===== config.mk =====
export PLATFORM = sky130hd
export DESIGN_NAME = fetch_pc_gen
export DESIGN_NICKNAME = d
export VERILOG_FILES = /design/src/rtl/fetch_pkg.sv /design/src/rtl/redir_prio_arb.sv /design/src/rtl/fetch_pc_gen.sv
export SDC_FILE = /design/constraint.sdc
export NUM_CORES = 1
export LEC_CHECK = 0
export BUFFER_PORTS_ARGS = -buffer_cell sky130_fd_sc_hd__buf_2
export CORE_MARGIN = 2
export CORE_UTILIZATION = 47
export DETAILED_ROUTE_END_ITERATION = 10
export PLACE_DENSITY = 0.77
export SETUP_SLACK_MARGIN = 0.5
export SLEW_MARGIN = 20
export SYNTH_ARGS = -nofsm -noshare
export SYNTH_HDL_FRONTEND = slang
export SYNTH_SLANG_ARGS = --single-unit

===== constraint.sdc =====
create_clock -name clk -period 3.3 [get_ports clk]
set_input_delay 0.33 -clock clk [delete_from_list [all_inputs] [get_ports clk]]
set_output_delay 0.33 -clock clk [all_outputs]
set_load 0.02 [all_outputs]

===== src/rtl/fetch_pkg.sv =====
// fetch_pkg: shared definitions for the fetch-stage PC generator.
//   RESET_PC_DEFAULT : boot vector used when no RESET_PC override is given
//   REDIR_IDX_W      : width of a redirect channel index (up to 32 channels)
//   redir_ch_e       : well-known redirect channel indices, 0 = highest priority
//   redir_t          : one redirect request {valid, idx, pc} at the reference PC width
package fetch_pkg;

  localparam logic [31:0] RESET_PC_DEFAULT = 32'hbfc0_0000;
  localparam int          REDIR_IDX_W      = 5;
  localparam int          REDIR_PC_W       = 32;

  typedef enum logic [REDIR_IDX_W-1:0] {
    REDIR_EXC     = 5'd0,
    REDIR_BR_MISS = 5'd1,
    REDIR_JUMP    = 5'd2,
    REDIR_BR_PRED = 5'd3
  } redir_ch_e;

  typedef struct packed {
    logic                   valid;
    logic [REDIR_IDX_W-1:0] idx;
    logic [REDIR_PC_W-1:0]  pc;
  } redir_t;

endpackage


===== src/rtl/redir_prio_arb.sv =====
// redir_prio_arb: lowest-index-wins priority encoder over redirect channels.
//   req_vld : per-channel request
//   req_pc  : per-channel target, channel k at [k*ADDR_W +: ADDR_W]
//   win_vld : any channel requesting
//   win_idx : index of the winning (lowest) channel
//   win_pc  : target of the winning channel
module redir_prio_arb
  import fetch_pkg::*;
#(
  parameter int ADDR_W    = 32,
  parameter int NUM_REDIR = 4
) (
  input  logic [NUM_REDIR-1:0]        req_vld,
  input  logic [NUM_REDIR*ADDR_W-1:0] req_pc,
  output logic                        win_vld,
  output logic [REDIR_IDX_W-1:0]      win_idx,
  output logic [ADDR_W-1:0]           win_pc
);

  // Scan from the highest index down so the lowest requesting channel is
  // the last assignment and therefore the winner.
  always_comb begin
    win_vld = 1'b0;
    win_idx = '0;
    win_pc  = '0;
    for (int k = NUM_REDIR - 1; k >= 0; k--) begin
      if (req_vld[k]) begin
        win_vld = 1'b1;
        win_idx = REDIR_IDX_W'(k);
        win_pc  = req_pc[k*ADDR_W +: ADDR_W];
      end
    end
  end

endmodule


===== src/rtl/fetch_pc_gen.sv =====
// fetch_pc_gen: fetch-block PC generator with prioritised redirects.
// A redirect seen while stalled is held in a pending entry and applied on
// the first unstalled cycle; an older pending redirect beats a younger new one.
//   clk, rst        : clock, synchronous active-high reset
//   stall_i         : front-end stall, PC held while high
//   fetch_ready_i   : I-cache accepted the current request
//   redir_valid_i   : per-channel redirect request (index 0 = highest priority)
//   redir_pc_i      : per-channel redirect target
//   pc_o            : current fetch PC
//   pc_valid_o      : pc_o is a valid request
//   slot_mask_o     : valid instruction slots in the current block
//   redir_pending_o : a held redirect is waiting for the stall to release
//   flush_o         : PC is being loaded from a redirect this cycle
module fetch_pc_gen
  import fetch_pkg::*;
#(
  parameter int                ADDR_W    = 32,
  parameter int                FETCH_W   = 2,
  parameter int                NUM_REDIR = 4,
  parameter logic [ADDR_W-1:0] RESET_PC  = ADDR_W'(RESET_PC_DEFAULT)
) (
  input  logic                        clk,
  input  logic                        rst,
  input  logic                        stall_i,
  input  logic                        fetch_ready_i,
  input  logic [NUM_REDIR-1:0]        redir_valid_i,
  input  logic [NUM_REDIR*ADDR_W-1:0] redir_pc_i,
  output logic [ADDR_W-1:0]           pc_o,
  output logic                        pc_valid_o,
  output logic [FETCH_W-1:0]          slot_mask_o,
  output logic                        redir_pending_o,
  output logic                        flush_o
);

  localparam int                OFS      = $clog2(FETCH_W);
  localparam int                SLOT_W   = (OFS > 0) ? OFS : 1;
  localparam int                BLK_B    = FETCH_W * 4;
  localparam logic [ADDR_W-1:0] BLK_INC  = ADDR_W'(BLK_B);
  localparam logic [ADDR_W-1:0] BLK_MASK = ~(ADDR_W'(BLK_B - 1));

  logic [ADDR_W-1:0]      pc_p0;
  logic                   pc_vld_p0;
  logic                   pend_vld_p0;
  logic [REDIR_IDX_W-1:0] pend_idx_p0;
  logic [ADDR_W-1:0]      pend_pc_p0;

  logic                   new_vld;
  logic [REDIR_IDX_W-1:0] new_idx;
  logic [ADDR_W-1:0]      new_pc;

  logic                   pend_wins;
  logic                   cand_vld;
  logic [REDIR_IDX_W-1:0] cand_idx;
  logic [ADDR_W-1:0]      cand_pc;
  logic [ADDR_W-1:0]      seq_pc;
  logic [SLOT_W-1:0]      slot_idx;

  redir_prio_arb #(
    .ADDR_W    (ADDR_W),
    .NUM_REDIR (NUM_REDIR)
  ) u_new_arb (
    .req_vld (redir_valid_i),
    .req_pc  (redir_pc_i),
    .win_vld (new_vld),
    .win_idx (new_idx),
    .win_pc  (new_pc)
  );

  // ---- stage p0 inputs: candidate selection and sequential PC ----
  // Pending wins only when strictly older; a tie means the same channel
  // fired again and the newer target is the one to follow.
  always_comb begin
    pend_wins = pend_vld_p0 && (!new_vld || (pend_idx_p0 < new_idx));
    cand_vld  = pend_vld_p0 || new_vld;
    cand_idx  = pend_wins ? pend_idx_p0 : new_idx;
    cand_pc   = pend_wins ? pend_pc_p0  : new_pc;
    seq_pc    = (pc_p0 & BLK_MASK) + BLK_INC;
  end

  assign flush_o = !rst && !stall_i && cand_vld;

  // ---- stage p0 registers: PC, valid and pending control ----
  always_ff @(posedge clk) begin
    if (rst) begin
      pc_p0       <= RESET_PC;
      pc_vld_p0   <= 1'b0;
      pend_vld_p0 <= 1'b0;
    end else begin
      pc_vld_p0 <= 1'b1;
      if (cand_vld) begin
        if (stall_i) begin
          pend_vld_p0 <= 1'b1;
        end else begin
          pc_p0       <= cand_pc;
          pend_vld_p0 <= 1'b0;
        end
      end else if (!stall_i && pc_vld_p0 && fetch_ready_i) begin
        pc_p0 <= seq_pc;
      end
    end
  end

  // Pending payload is only meaningful while pend_vld_p0 is set.
  always_ff @(posedge clk) begin
    if (stall_i && cand_vld) begin
      pend_idx_p0 <= cand_idx;
      pend_pc_p0  <= cand_pc;
    end
  end

  // ---- stage p0 outputs ----
  generate
    if (FETCH_W == 1) begin : g_one_slot
      assign slot_idx = 1'b0;
    end else begin : g_multi_slot
      assign slot_idx = pc_p0[OFS+1:2];
    end
  endgenerate

  always_comb begin
    for (int i = 0; i < FETCH_W; i++) begin
      slot_mask_o[i] = pc_vld_p0 && (32'(i) >= 32'(slot_idx));
    end
  end

  assign pc_o            = pc_p0;
  assign pc_valid_o      = pc_vld_p0;
  assign redir_pending_o = pend_vld_p0;

endmodule


* Yosys cells after proc, flatten, opt, wreduce, memory -nomap -nowiden *
Cells that the tools add are included.

storage, ports and cells
  register bits = 71
  bits of input ports = 136
  output and inout bits = 37
  word-level logic and storage cells = 43

operators by class
  add/sub/neg operators = 1
  order comparisons = 2
  eq/ne operators = 1
  mux-type cells = 18
  bitwise logic cells = 1
  reduce and logical (&&, ||, !) cells = 15

operators by type and width
  cell                     number
  $mux W32                 8
  $add A32 B4 Y32 const B  1
  $mux W2                  4
  $logic_and A1 B1 Y1      7
  $mux W1                  6
  $lt A5 B5 Y1             1
  $reduce_and A2 Y1        2
  $logic_not A1 Y1         3
  $logic_or A1 B1 Y1       2
  $ne A2 B2 Y1 const B     1
  $reduce_bool A2 Y1       1
  $ge A1 B1 Y1 const A     1
  $not A1 Y1               1

* Logic depth before layout (Yosys ltp) *
Gate-level depths: netlist (run 1).

  depth in word-level cells = 10
  depth in mapped cells = 12
  depth with buffers taken out = 9

* By module *
Synthesis (run 1) repeated with hierarchy kept, for this count alone.

unflattened totals
  cell total of the unflattened synthesis = 554
  area, all modules = 4979.8 um2

modules (own cells, without submodules)
  module          times used  cells an instance  area an instance (um2)  seq. area each (um2)
  fetch_pc_gen    1           427                3888.7                  1791.7
  redir_prio_arb  1           127                1091.0                  0.0

* Least setup slack after synthesis (run 1) *
OpenSTA, ideal clock, no wires.

  kind = input to register
  start point = input redir_valid_i[1]
  end point = register pend_pc_p0[18], data pin
  setup time = 0.262 ns
  arrival time = 2.406 ns
  required time = 3.038 ns
  setup slack = 0.632 ns
  stages on the path = 11
  path buffers = 3
  cell sequence = buf_2 nor2_1 clkbuf_1 o21ai_0 ha_1 nor3_1 o21a_1 o21a_2 buf_4 nor2_1 or2_2

on the way
  longest elaborated chain between the ends = 6
  elaborated cells on any way between the ends = 11
  classes of those cells = 1 x order compare; 7 x mux; 3 x reduce/logical

RTL lines
  element                                           line                  RTL
  start, declared                                   fetch_pc_gen.sv:26    input logic [NUM_REDIR-1:0] redir_valid_i,
  $mux W2 or $mux W1 (tied branches) (2 in a row)   redir_prio_arb.sv:27  if (req_vld[k]) begin
  $lt A5 B5 Y1 or $logic_not A1 Y1 (tied branches)  fetch_pc_gen.sv:73    pend_wins = pend_vld_p0 && (!new_vld || (pend_idx_p0 < new_idx));
  $logic_or A1 B1 Y1                                fetch_pc_gen.sv:73
  $logic_and A1 B1 Y1                               fetch_pc_gen.sv:73
  $mux W32 *                                        fetch_pc_gen.sv:76    cand_pc = pend_wins ? pend_pc_p0 : new_pc;
  named net cand_pc[18]                             fetch_pc_gen.sv:54    logic [ADDR_W-1:0] cand_pc;
  end signal, assigned                              fetch_pc_gen.sv:107   pend_pc_p0 <= cand_pc;
  end, declared                                     fetch_pc_gen.sv:45    logic [ADDR_W-1:0] pend_pc_p0;

The timed path passes the listed nets; every way through them passes the cells marked *.
A chain may end at the register's enable or synchronous reset.

* Worst setup path after layout (run 1) *
  start point = input redir_valid_i[2]
  end point = output flush_o

on the way
  longest elaborated chain between the ends = 5

RTL lines
  element               line                  RTL
  $mux W1 (3 in a row)  redir_prio_arb.sv:27
  $logic_or A1 B1 Y1    fetch_pc_gen.sv:74    cand_vld = pend_vld_p0 || new_vld;
  $logic_and A1 B1 Y1   fetch_pc_gen.sv:80    assign flush_o = !rst && !stall_i && cand_vld;
  end, declared         fetch_pc_gen.sv:32    output logic flush_o

Every way passes these cells.

==> out/results.ini, run 1 <==
[final_layout]
fin_util_pct=60.50
fin_nets=814
nFillCells=842
drive_above_1_share_pct=33.48
stdcell_area_mm2=0.005590
antenna-diode-count=0
area_growth_syn_to_layout_pct=24.84

[clock_network]
hold_buffers=0
clk_pin_slew_ns=0.08
htree_levels=3
cts.sink_count=68
tritoncts=done
cts_buffer_depth=2
clock_latency_ns=0.37
cts_buffers=9
cts_setup_buffers=0
cts_root_buf=clkbuf_8
ctsResizeCount=0

[global_routing]
antenna_found_initial=0
grt-ovfl-total=0
top_usage_layer=met2
grt.total_usage_pct=28.33
grt_pass1_wl_um=22650
grtUsageMet2_pct=49.60
grt_max_degree=39
use_met1_pct=33.87
grt_pass1_vias=4553
grt_util_met3_pct=5.314

[placed_design]
gp_congestion=0.9376
pre_cts_ws_ns=0.5867
dpl.hpwl_um=10790
port_buffers=172
place_area_mm2=0.005375

[logic_synthesis]
yosys_register_bits=68
netlist_top_cells_count=a21oi_1, nand2_1, nor2_1, o21ai_0
synth_top_family_by_area=compound AO/OA/AOI/OAI gates
yosysMostFrequentCell=a21oi_1
synthMuxAreaShare_pct=4.582
synth_compound_area_share_pct=30.06
synth_area_per_cell_um2=8.530
synth_top_area_share_pct=22.80
synth_cells=525
yosys_most_used_dff=edfxtp_1
yosysSeqAreaShare_pct=38.00
synthXorXnorAreaFrac_pct=0
yosys-top-cells-area=edfxtp_1, dfxtp_1, a21oi_1
yosys.area_share.simple_pct=20.34
synth-edff-count=34
synthAdderAreaFrac_pct=0.5588
synthesis.nets=663
synth_top_cell_by_area=edfxtp_1
async_flop_share_pct=0
yosys_warnings=0
synth_area_mm2=0.004478
synth_cell_types=66

[sta]
setup_slack_ns=0.8380
setup_violations=0
fin_worst_skew_ns=0.01015
fin_crit_sh_pct=74.61
hold_viol=0
tightest_slew_ns=0.6470
final.min_clock_period_ns=2.462
slew_violations=0
rsz0062_at_grt=false
fmax_mhz=406.2
slew_headroom_pct=56.47
setup-tns-final_ns=0

[critical_path]
critPathSlowestCell=or4_4
arrival_ns=2.13
start_kind=primary input
critical_path.cell_chain=buf_2, buf_4, or4_4, nor2_4, nor3_1, buf_2
r2r-end=pc_o[31]$_SDFFE_PP1P_
end_kind=output port
critPathRequiredTime_ns=2.97
worst_path_most_repeated_cell=buf_2
r2r_cells=6
r2r-start=pc_o[12]$_SDFFE_PP0P_
slowest_delay_ns=0.61
r2r_slack_ns=0.95
path_max_fanout=36
path_class=primary input to output port

[floorplan]
die_w_um=101.6
pin_count=173
fp.coreArea_mm2=0.009240
start_util_pct=48.46
fp.dieH_um=101.6
dieArea_mm2=0.01032
core.rowCount=35

[detailed_routing]
wl_um=14750
drt-initial-drc-count=382
vias=4934
viasPerCell=6.091
wl_per_cell_um=18.21
ant_nets=0
first_pass_iters=5
drc_errors=0

[power_and_ir_drop]
p_per_area_mw_per_mm2=418.8
power.total_mw=2.341
vdd_drop_max_mv=0.2061
p_leak_nw=2.330

[worst_hold_path]
hold_path_class=primary input to flip-flop
hold_depth=3
min_to=pend_pc_p0[29]$_DFFE_PN_
worstHoldStart=redir_pc_i[29]

[outcome]
status=finished, final reports clean

[job]
drv_cap=0

[registers in the layout, summed over array words and instances, names as in the netlist]
name / cells
pc_o: 32
pend_idx_p0: 2
pend_pc_p0: 32
pc_valid_o: 1
redir_pending_o: 1
[how the worst max path moves through the flow]
stage | start | end | slack, ns
floorplan | redir_valid_i[1] | pend_pc_p0[18]$_DFFE_PN_ | 0.63
detailed placement | redir_valid_i[2] | pc_o[23]$_SDFFE_PP1P_ | 0.59
finish | redir_valid_i[2] | flush_o | 0.84
global placement | redir_valid_i[2] | pc_o[23]$_SDFFE_PP1P_ | 0.61
CTS | redir_valid_i[2] | flush_o | 0.87
global route | pc_o[12]$_SDFFE_PP0P_ | pc_o[31]$_SDFFE_PP1P_ | 0.77
[through the flow]
step	hold WS [ns]	std cells
after floorplan	0.4977	525
after global placement	0.4745	794
after detailed placement	0.4793	794
after CTS	0.3605	810
after global routing	0.3839	810
final	0.3557	810
[report_power, final]
part	leakage [nW]	switching, mW	internal, mW	total (mW)
sequential	0.615	0.0653	0.974	1.04
clock	0.111	0.328	0.438	0.766
combinational	1.60	0.311	0.225	0.535
total	2.33	0.704	1.64	2.34
[cells by family after synthesis]
logic type	count (synthesis)
and+or+nand+nor	175
AOI/OAI and AO/OA	200
adders and majority gates	2
buffers and inverters	63
DFF	68
muxes	17
[critical path, delay by kind of cell]
family / cells / cell delay [ns]
buffers and inverters: 3 / 0.57
AND/OR/NAND/NOR: 3 / 1.23
[cell usage in the layout (no fill, tap or decap), types with 8 or more instances in the layout]
cell type	instances
nand3_1	14
inv_1	18
edfxtp_1	34
nand2_1	37
o22ai_1	11
buf_2	172
a22oi_1	20
a31oi_1	9
nor2b_1	14
o21ai_1	11
mux2_2	8
nand4_1	11
nor2_1	35
a21oi_1	52
o21ai_0	35
nor3_1	22
dfxtp_1	34
clkbuf_8	10
buf_4	12
a221oi_1	14
[final cells by class]
cell class / count / area [um^2] / share of cell area, %
Multi-Input combinational cell: 394 / 2490 / 44.54
Sequential cell: 68 / 1702 / 30.44
Timing Repair Buffer: 184 / 950.9 / 17.01
Tap cell: 129 / 161.4 / 2.887
Clock buffer: 10 / 137.6 / 2.462
Clock inverter: 6 / 77.57 / 1.388
Inverter: 19 / 71.32 / 1.276
[layer usage]
metal	vias up	wire length, um
met4	0	541
li1	2330	-
met3	39	1202
met1	2287	5754
met2	278	7256
met5	-	0
(Power assumes the default switching activity.)
==> run 2: changes to the inputs <==
--- a/config.mk
+++ b/config.mk
@@ -7,7 +7,7 @@
 export LEC_CHECK = 0
 export BUFFER_PORTS_ARGS = -buffer_cell sky130_fd_sc_hd__buf_2
 export CORE_MARGIN = 2
-export CORE_UTILIZATION = 47
+export CORE_UTILIZATION = 45
 export DETAILED_ROUTE_END_ITERATION = 10
 export PLACE_DENSITY = 0.77
 export SETUP_SLACK_MARGIN = 0.5
==> constraint.sdc (replaced) <==
create_clock -name clk -period 2.1 [get_ports clk]
set_input_delay 0.21 -clock clk [delete_from_list [all_inputs] [get_ports clk]]
set_output_delay 0.21 -clock clk [all_outputs]
set_load 0.02 [all_outputs]
==> out/results.ini, run 2 (same netlist as run 1, synthesis figures left out) <==
[outcome]
status=finished, final reports clean

[critical_path]
path_delay_family=compound AO/OA/AOI/OAI gates
arrival_ns=2.29  ; +0.16 ns
critPathRequiredTime_ns=2.34  ; -0.63 ns
r2r-start=pend_idx_p0[1]$_DFFE_PP_
critPathSlowestCell=edfxtp_1
r2r-end=pc_o[0]$_SDFFE_PP0P_
end_kind=flip-flop
slowest_delay_ns=0.42  ; -0.19 ns
r2r_cells=9  ; +3
path_max_fanout=5  ; -86%
critical_path.cell_chain=ha_4, nor3_2, o21a_1, buf_4, o21a_4, buf_12, bufbuf_16, o21ai_2, a32o_1
r2r_slack_ns=0.05  ; -0.90 ns
start_kind=flip-flop
path_class=flip-flop to flip-flop
worst-path-stages=9  ; +3
path_buf_inv=3  ; unchanged
crit_path_end=pc_o[0]$_SDFFE_PP0P_
crit_start=pend_idx_p0[1]$_DFFE_PP_

[power_and_ir_drop]
power_switching_mw=1.255  ; +78%
comb_power_share_pct=31.7  ; +8.8 points
p_leak_nw=3.030  ; +30%
power.total_mw=3.854  ; +65%
clkPwrFrac_pct=26.1  ; -6.6 points
vdd_drop_max_mv=0.2952  ; +43%
p_per_area_mw_per_mm2=546.1  ; +30%
internal_power_mw=2.599  ; +59%
seqPwrFrac_pct=42.2  ; -2.2 points
p_sw_share_pct=32.57  ; +2.5 points

[final_layout]
fin_nets=909  ; +12%
fin_util_pct=72.54  ; +12 points
antenna-diode-count=0  ; unchanged
final_common_cell=buf_2
area_growth_syn_to_layout_pct=57.61
most-common-layout-cells=buf_2, buf_4, a21oi_1
drive_above_1_share_pct=52.84  ; +19 points
nFillCells=703  ; -17%

[clock_network]
cts.sink_count=68  ; unchanged
tritoncts=done
htree_levels=3  ; unchanged
cts_root_buf=clkbuf_8
hold_buffers=0  ; unchanged
cts_buffer_depth=2  ; unchanged
cts_buffers=9  ; unchanged
clk_pin_slew_ns=0.07  ; about the same
clock_latency_ns=0.36  ; about the same

[global_routing]
grt_pass1_wl_um=27380  ; +21%
grt-ovfl-total=0  ; unchanged
grt_pass1_vias=5374  ; +18%
grt.total_usage_pct=31.96  ; +3.6 points
grt_max_degree=39  ; unchanged
antenna_found_initial=0  ; unchanged

[sta]
hold_ws_ns=0.2499  ; -0.1058 ns
slew_headroom_pct=53.41  ; -3.1 points
setup_slack_ns=0.05153  ; -0.7865 ns
setup-tns-final_ns=0  ; unchanged
slew_violations=0  ; unchanged
setup_violations=0  ; unchanged
fin_worst_skew_ns=0.009078  ; -0.001067 ns
fin_crit_sh_pct=97.55
rsz0062_at_grt=true
final.min_clock_period_ns=2.048
hold_viol=0  ; unchanged
tightest_slew_ns=0.6962  ; +0.04923 ns
fmax_mhz=488.2

[floorplan]
core.rowCount=36  ; +2.9%
fp.dieH_um=103.8  ; +2.1%
dieArea_mm2=0.01077  ; +4.3%
die_w_um=103.8  ; +2.1%
fp.coreArea_mm2=0.009729  ; +5.3%
pin_count=173  ; unchanged
start_util_pct=46.03  ; -2.4 points

[detailed_routing]
first_pass_iters=6  ; +1
drt-initial-drc-count=468  ; +23%
vias=5587  ; +13%
viasPerCell=6.146  ; +0.90%
drc_errors=0  ; unchanged
wl_um=18350  ; +24%
wl_per_cell_um=20.19  ; +11%
ant_nets=0  ; unchanged

[worst_hold_path]
hold_depth=3  ; unchanged
hold_path_class=primary input to flip-flop

[placed_design]
port_buffers=172  ; unchanged
gp_congestion=0.9495  ; +1.3%
pre_cts_ws_ns=-0.1464  ; -0.7330 ns
dpl.hpwl_um=12210  ; +13%

[job]
drv_cap=0  ; unchanged

-- run 2: changes by cell type in the layout (fill, tap and decap cells not counted), sizes merged --
cell           before  now
buf               184  276
bufbuf              0    1
bufinv              2    0
clkbuf             10   15
clkdlybuf4s15       0    1
clkinv              5    3
clkinvlp            0    1
inv                18   17
-- run 2: what timing repair did --
item	CTS	global route
endpoints found under the setup margin	99	99
gates resized for setup	72	43
pin swaps	18	19
buffers inserted	29	15
cloned	3	1
-- run 2: power by group through the flow --
stage               registers [mW]  clock network, mW  logic (mW)
finish                        1.63               1.01        1.22
global route                  1.64               1.05        1.30
CTS                           1.62              0.989        1.12
detailed placement            1.65                  0       0.987
global placement              1.64                  0       0.961
floorplan                     1.70                  0       0.543
-- run 2: stage by stage --
stage          area, um^2  instances
2_1_floorplan        4807        525
3_3_place_gp         5989        845
3_5_place_dp         5989        845
4_1_cts              6777        893
5_1_grt              7058        909
6_report             7058        909
-- run 2: how the worst min path moves through the flow --
stage	start	endpoint	slack, ns
2_1_floorplan	redir_valid_i[3]	pend_idx_p0[1]$_DFFE_PP_	0.40
3_3_place_gp	pc_o[1]$_SDFFE_PP0P_	pc_o[1]$_SDFFE_PP0P_	0.48
3_5_place_dp	pc_o[0]$_SDFFE_PP0P_	pc_o[0]$_SDFFE_PP0P_	0.48
4_1_cts	redir_pc_i[1]	pend_pc_p0[1]$_DFFE_PN_	0.24
5_1_grt	redir_pc_i[17]	pend_pc_p0[17]$_DFFE_PN_	0.28
6_report	redir_pc_i[1]	pend_pc_p0[1]$_DFFE_PN_	0.25
-- run 2: area by class of cell --
class / instances / area (um^2) / area share [%]
clock inverter: 2 / 10.01 / 0.1418
multi-input combinational: 394 / 2968 / 42.05
tap: 133 / 166.4 / 2.358
timing repair buffer: 279 / 1922 / 27.23
sequential: 68 / 1754 / 24.85
clock buffer: 14 / 162.7 / 2.305
inverter: 19 / 75.07 / 1.064
-- run 2: per-layer routing --
layer	global-route usage [%]	wire, um	vias to the layer above	part of all wire (%)
met5	0	0	-	0
met4	18.05	949	0	5.2
met3	5.223	1459	73	8.0
met2	55.72	9246	349	50
met1	37.29	6695	2639	36
li1	-	-	2526	-
-- run 2: worst register-to-register path, delay by kind of cell (launching register included) --
family / cells / cell delay, ns
flops: 1 / 0.42
fa+ha+maj: 1 / 0.19
buf+inv: 3 / 0.53
compound gates: 4 / 0.68
simple gates: 1 / 0.11
==> run 3: changes to the inputs <==
--- a/config.mk
+++ b/config.mk
@@ -10,6 +10,7 @@
 export CORE_UTILIZATION = 45
 export DETAILED_ROUTE_END_ITERATION = 10
 export PLACE_DENSITY = 0.77
+export REMOVE_ABC_BUFFERS = 1
 export SETUP_SLACK_MARGIN = 0.5
 export SLEW_MARGIN = 20
 export SYNTH_ARGS = -nofsm -noshare
==> out/results.ini, run 3 (same netlist as run 1, synthesis figures left out) <==
[outcome]
status=finished, final reports clean

[final_layout]
nFillCells=689  ; -2.0%
fin_nets=908  ; -0.11%
ff_latch_area_mm2=0.001722  ; -1.9%
multi_input_area_mm2=0.002980  ; +0.42%
final_common_cell=buf_2
most-common-layout-cells=buf_2, buf_4, a21oi_1
antenna-diode-count=0  ; unchanged
drive_above_1_share_pct=52.90  ; +0.068 points
area_growth_syn_to_layout_pct=57.50  ; about the same
stdcell_area_mm2=0.007053  ; about the same
finalNonFillerCells=908  ; -0.11%

[detailed_routing]
ant_nets=0  ; unchanged
first_pass_iters=6  ; unchanged
drt-initial-drc-count=616  ; +32%
drc_errors=0  ; unchanged
viasPerCell=6.159  ; +0.20%
wl_um=18090  ; -1.4%
vias=5592  ; +0.089%
wl_per_cell_um=19.92  ; -1.3%

[sta]
slew_violations=0  ; unchanged
rsz0062_at_grt=true
fin_worst_skew_ns=0.01271  ; +0.003635 ns
final.min_clock_period_ns=2.023  ; -0.02592 ns
tightest_slew_ns=0.7046  ; +0.008396 ns
setup_slack_ns=0.07745  ; +0.02592 ns
setup_violations=0  ; unchanged
slew_headroom_pct=52.85  ; -0.56 points
fmax_mhz=494.4  ; +1.3%
hold_viol=0  ; unchanged
fin_crit_sh_pct=96.31  ; -1.2 points

[floorplan]
pin_count=173  ; unchanged
dieArea_mm2=0.01077  ; unchanged
die_w_um=103.8  ; unchanged
start_util_pct=46.03  ; unchanged
fp.dieH_um=103.8  ; unchanged
fp.coreArea_mm2=0.009729  ; unchanged
core.rowCount=36  ; unchanged

[placed_design]
place_area_mm2=0.005866  ; -2.1%
gp_congestion=0.9594  ; +1.0%
dpl.cell_count=857  ; +1.4%
dpl.hpwl_um=11700  ; -4.1%
port_buffers=172  ; unchanged
pre_cts_ws_ns=-0.3444  ; -0.1980 ns

[critical_path]
critPathRequiredTime_ns=2.35  ; about the same
arrival_ns=2.27  ; -0.02 ns
start_kind=flip-flop
end_kind=flip-flop
path_class=flip-flop to flip-flop
path_max_fanout=5  ; unchanged

[clock_network]
cts_root_buf=clkbuf_8
htree_levels=3  ; unchanged
clk_pin_slew_ns=0.08  ; about the same
clock_latency_ns=0.36  ; about the same
cts_buffer_depth=2  ; unchanged
cts.sink_count=68  ; unchanged
tritoncts=done
cts_buffers=9  ; unchanged

[global_routing]
grt_pass1_wl_um=26650  ; -2.6%
grt-ovfl-total=0  ; unchanged
grt.total_usage_pct=30.49  ; -1.5 points
grt_pass1_vias=5219  ; -2.9%
antenna_found_initial=0  ; unchanged
grt_max_degree=38  ; -2.6%

[power_and_ir_drop]
p_sw_share_pct=31.05  ; -1.5 points
comb_power_share_pct=29.6  ; -2.1 points
power.total_mw=4.120  ; +6.9%
p_leak_nw=3.013  ; -0.53%
seqPwrFrac_pct=39.4  ; -2.8 points
power_switching_mw=1.279  ; +1.9%
p_per_area_mw_per_mm2=584.1  ; +7.0%
clkPwrFrac_pct=31.0  ; +4.9 points
vdd_drop_max_mv=0.4116  ; +39%
internal_power_mw=2.841  ; +9.3%

[job]
drv_cap=0  ; unchanged

[worst_hold_path]
hold_path_class=primary input to flip-flop

[run 3: cell count changes in the layout (fill, tap and decap cells not counted), sizes merged]
cell | previous run | this run
bufinv | 0 | 2
o21ai | 48 | 49
clkdlybuf4s15 | 1 | 0
clkinv | 3 | 2
bufbuf | 1 | 0
clkbuf | 15 | 14
[run 3: repair_timing]
action	in CTS	in global routing
pin swaps	32	43
hold buffers	0	0
setup buffers	11	21
cloned	2	1
setup endpoints to repair	99	99
resized for setup	75	100
[run 3: final timing paths]
kind / slack (ns) / startpoint / to / cells after the start
worst max-delay path: 0.08 / pend_idx_p0[1]$_DFFE_PP_ / pc_o[12]$_SDFFE_PP0P_ / 8
worst min-delay path: 0.25 / redir_pc_i[2] / pend_pc_p0[2]$_DFFE_PN_ / 3
worst max register to register: 0.08 / pend_idx_p0[1]$_DFFE_PP_ / pc_o[12]$_SDFFE_PP0P_ / 8
worst min register to register: 0.52 / pc_o[0]$_SDFFE_PP0P_ / pc_o[0]$_SDFFE_PP0P_ / 1
[run 3: layer usage]
layer | vias up | share of wire, % | GRT usage (%)
met5 | - | 0 | 0
met4 | 0 | 2.8 | 9.653
met3 | 66 | 9.4 | 4.594
met2 | 386 | 48 | 51.56
met1 | 2617 | 40 | 40.25
li1 | 2523 | - | -
[run 3: per-stage QoR]
step	hold WS, ns	TNS, ns	util, %
after floorplan	0.2791	-43.77	-
after global placement	0.4850	-8.843	60.29
after detailed placement	0.5003	-12.88	60.29
after CTS	0.2607	0	66.81
after global routing	0.2620	0	72.49
final	0.2546	0	72.49
[run 3: critical path: stages (launching register included)]
cell      delay (ns)
edfxtp_1        0.43
ha_4            0.31
o21ai_4         0.08
buf_6           0.13
o21ai_4         0.31
buf_6           0.16
mux2_4          0.30
o21ai_2         0.12
o21ai_1         0.07
[run 3: cell type report]
class                           count  area share, %
Sequential cell                    68          24.41
Multi-Input combinational cell    395          42.26
Timing Repair Buffer              277          26.68
Clock buffer                       13          2.253
Clock inverter                      3         0.9757
Tap cell                          133          2.359
Inverter                           19          1.064
[run 3: power by group through the flow]
stage | Clock [mW] | Sequential, mW | Combinational, mW
after CTS | 1.25 | 1.60 | 1.05
after global routing | 1.33 | 1.63 | 1.30
final | 1.28 | 1.62 | 1.22
after global placement | 0 | 1.63 | 0.919
after floorplan | 0 | 1.70 | 0.400
after detailed placement | 0 | 1.63 | 0.950
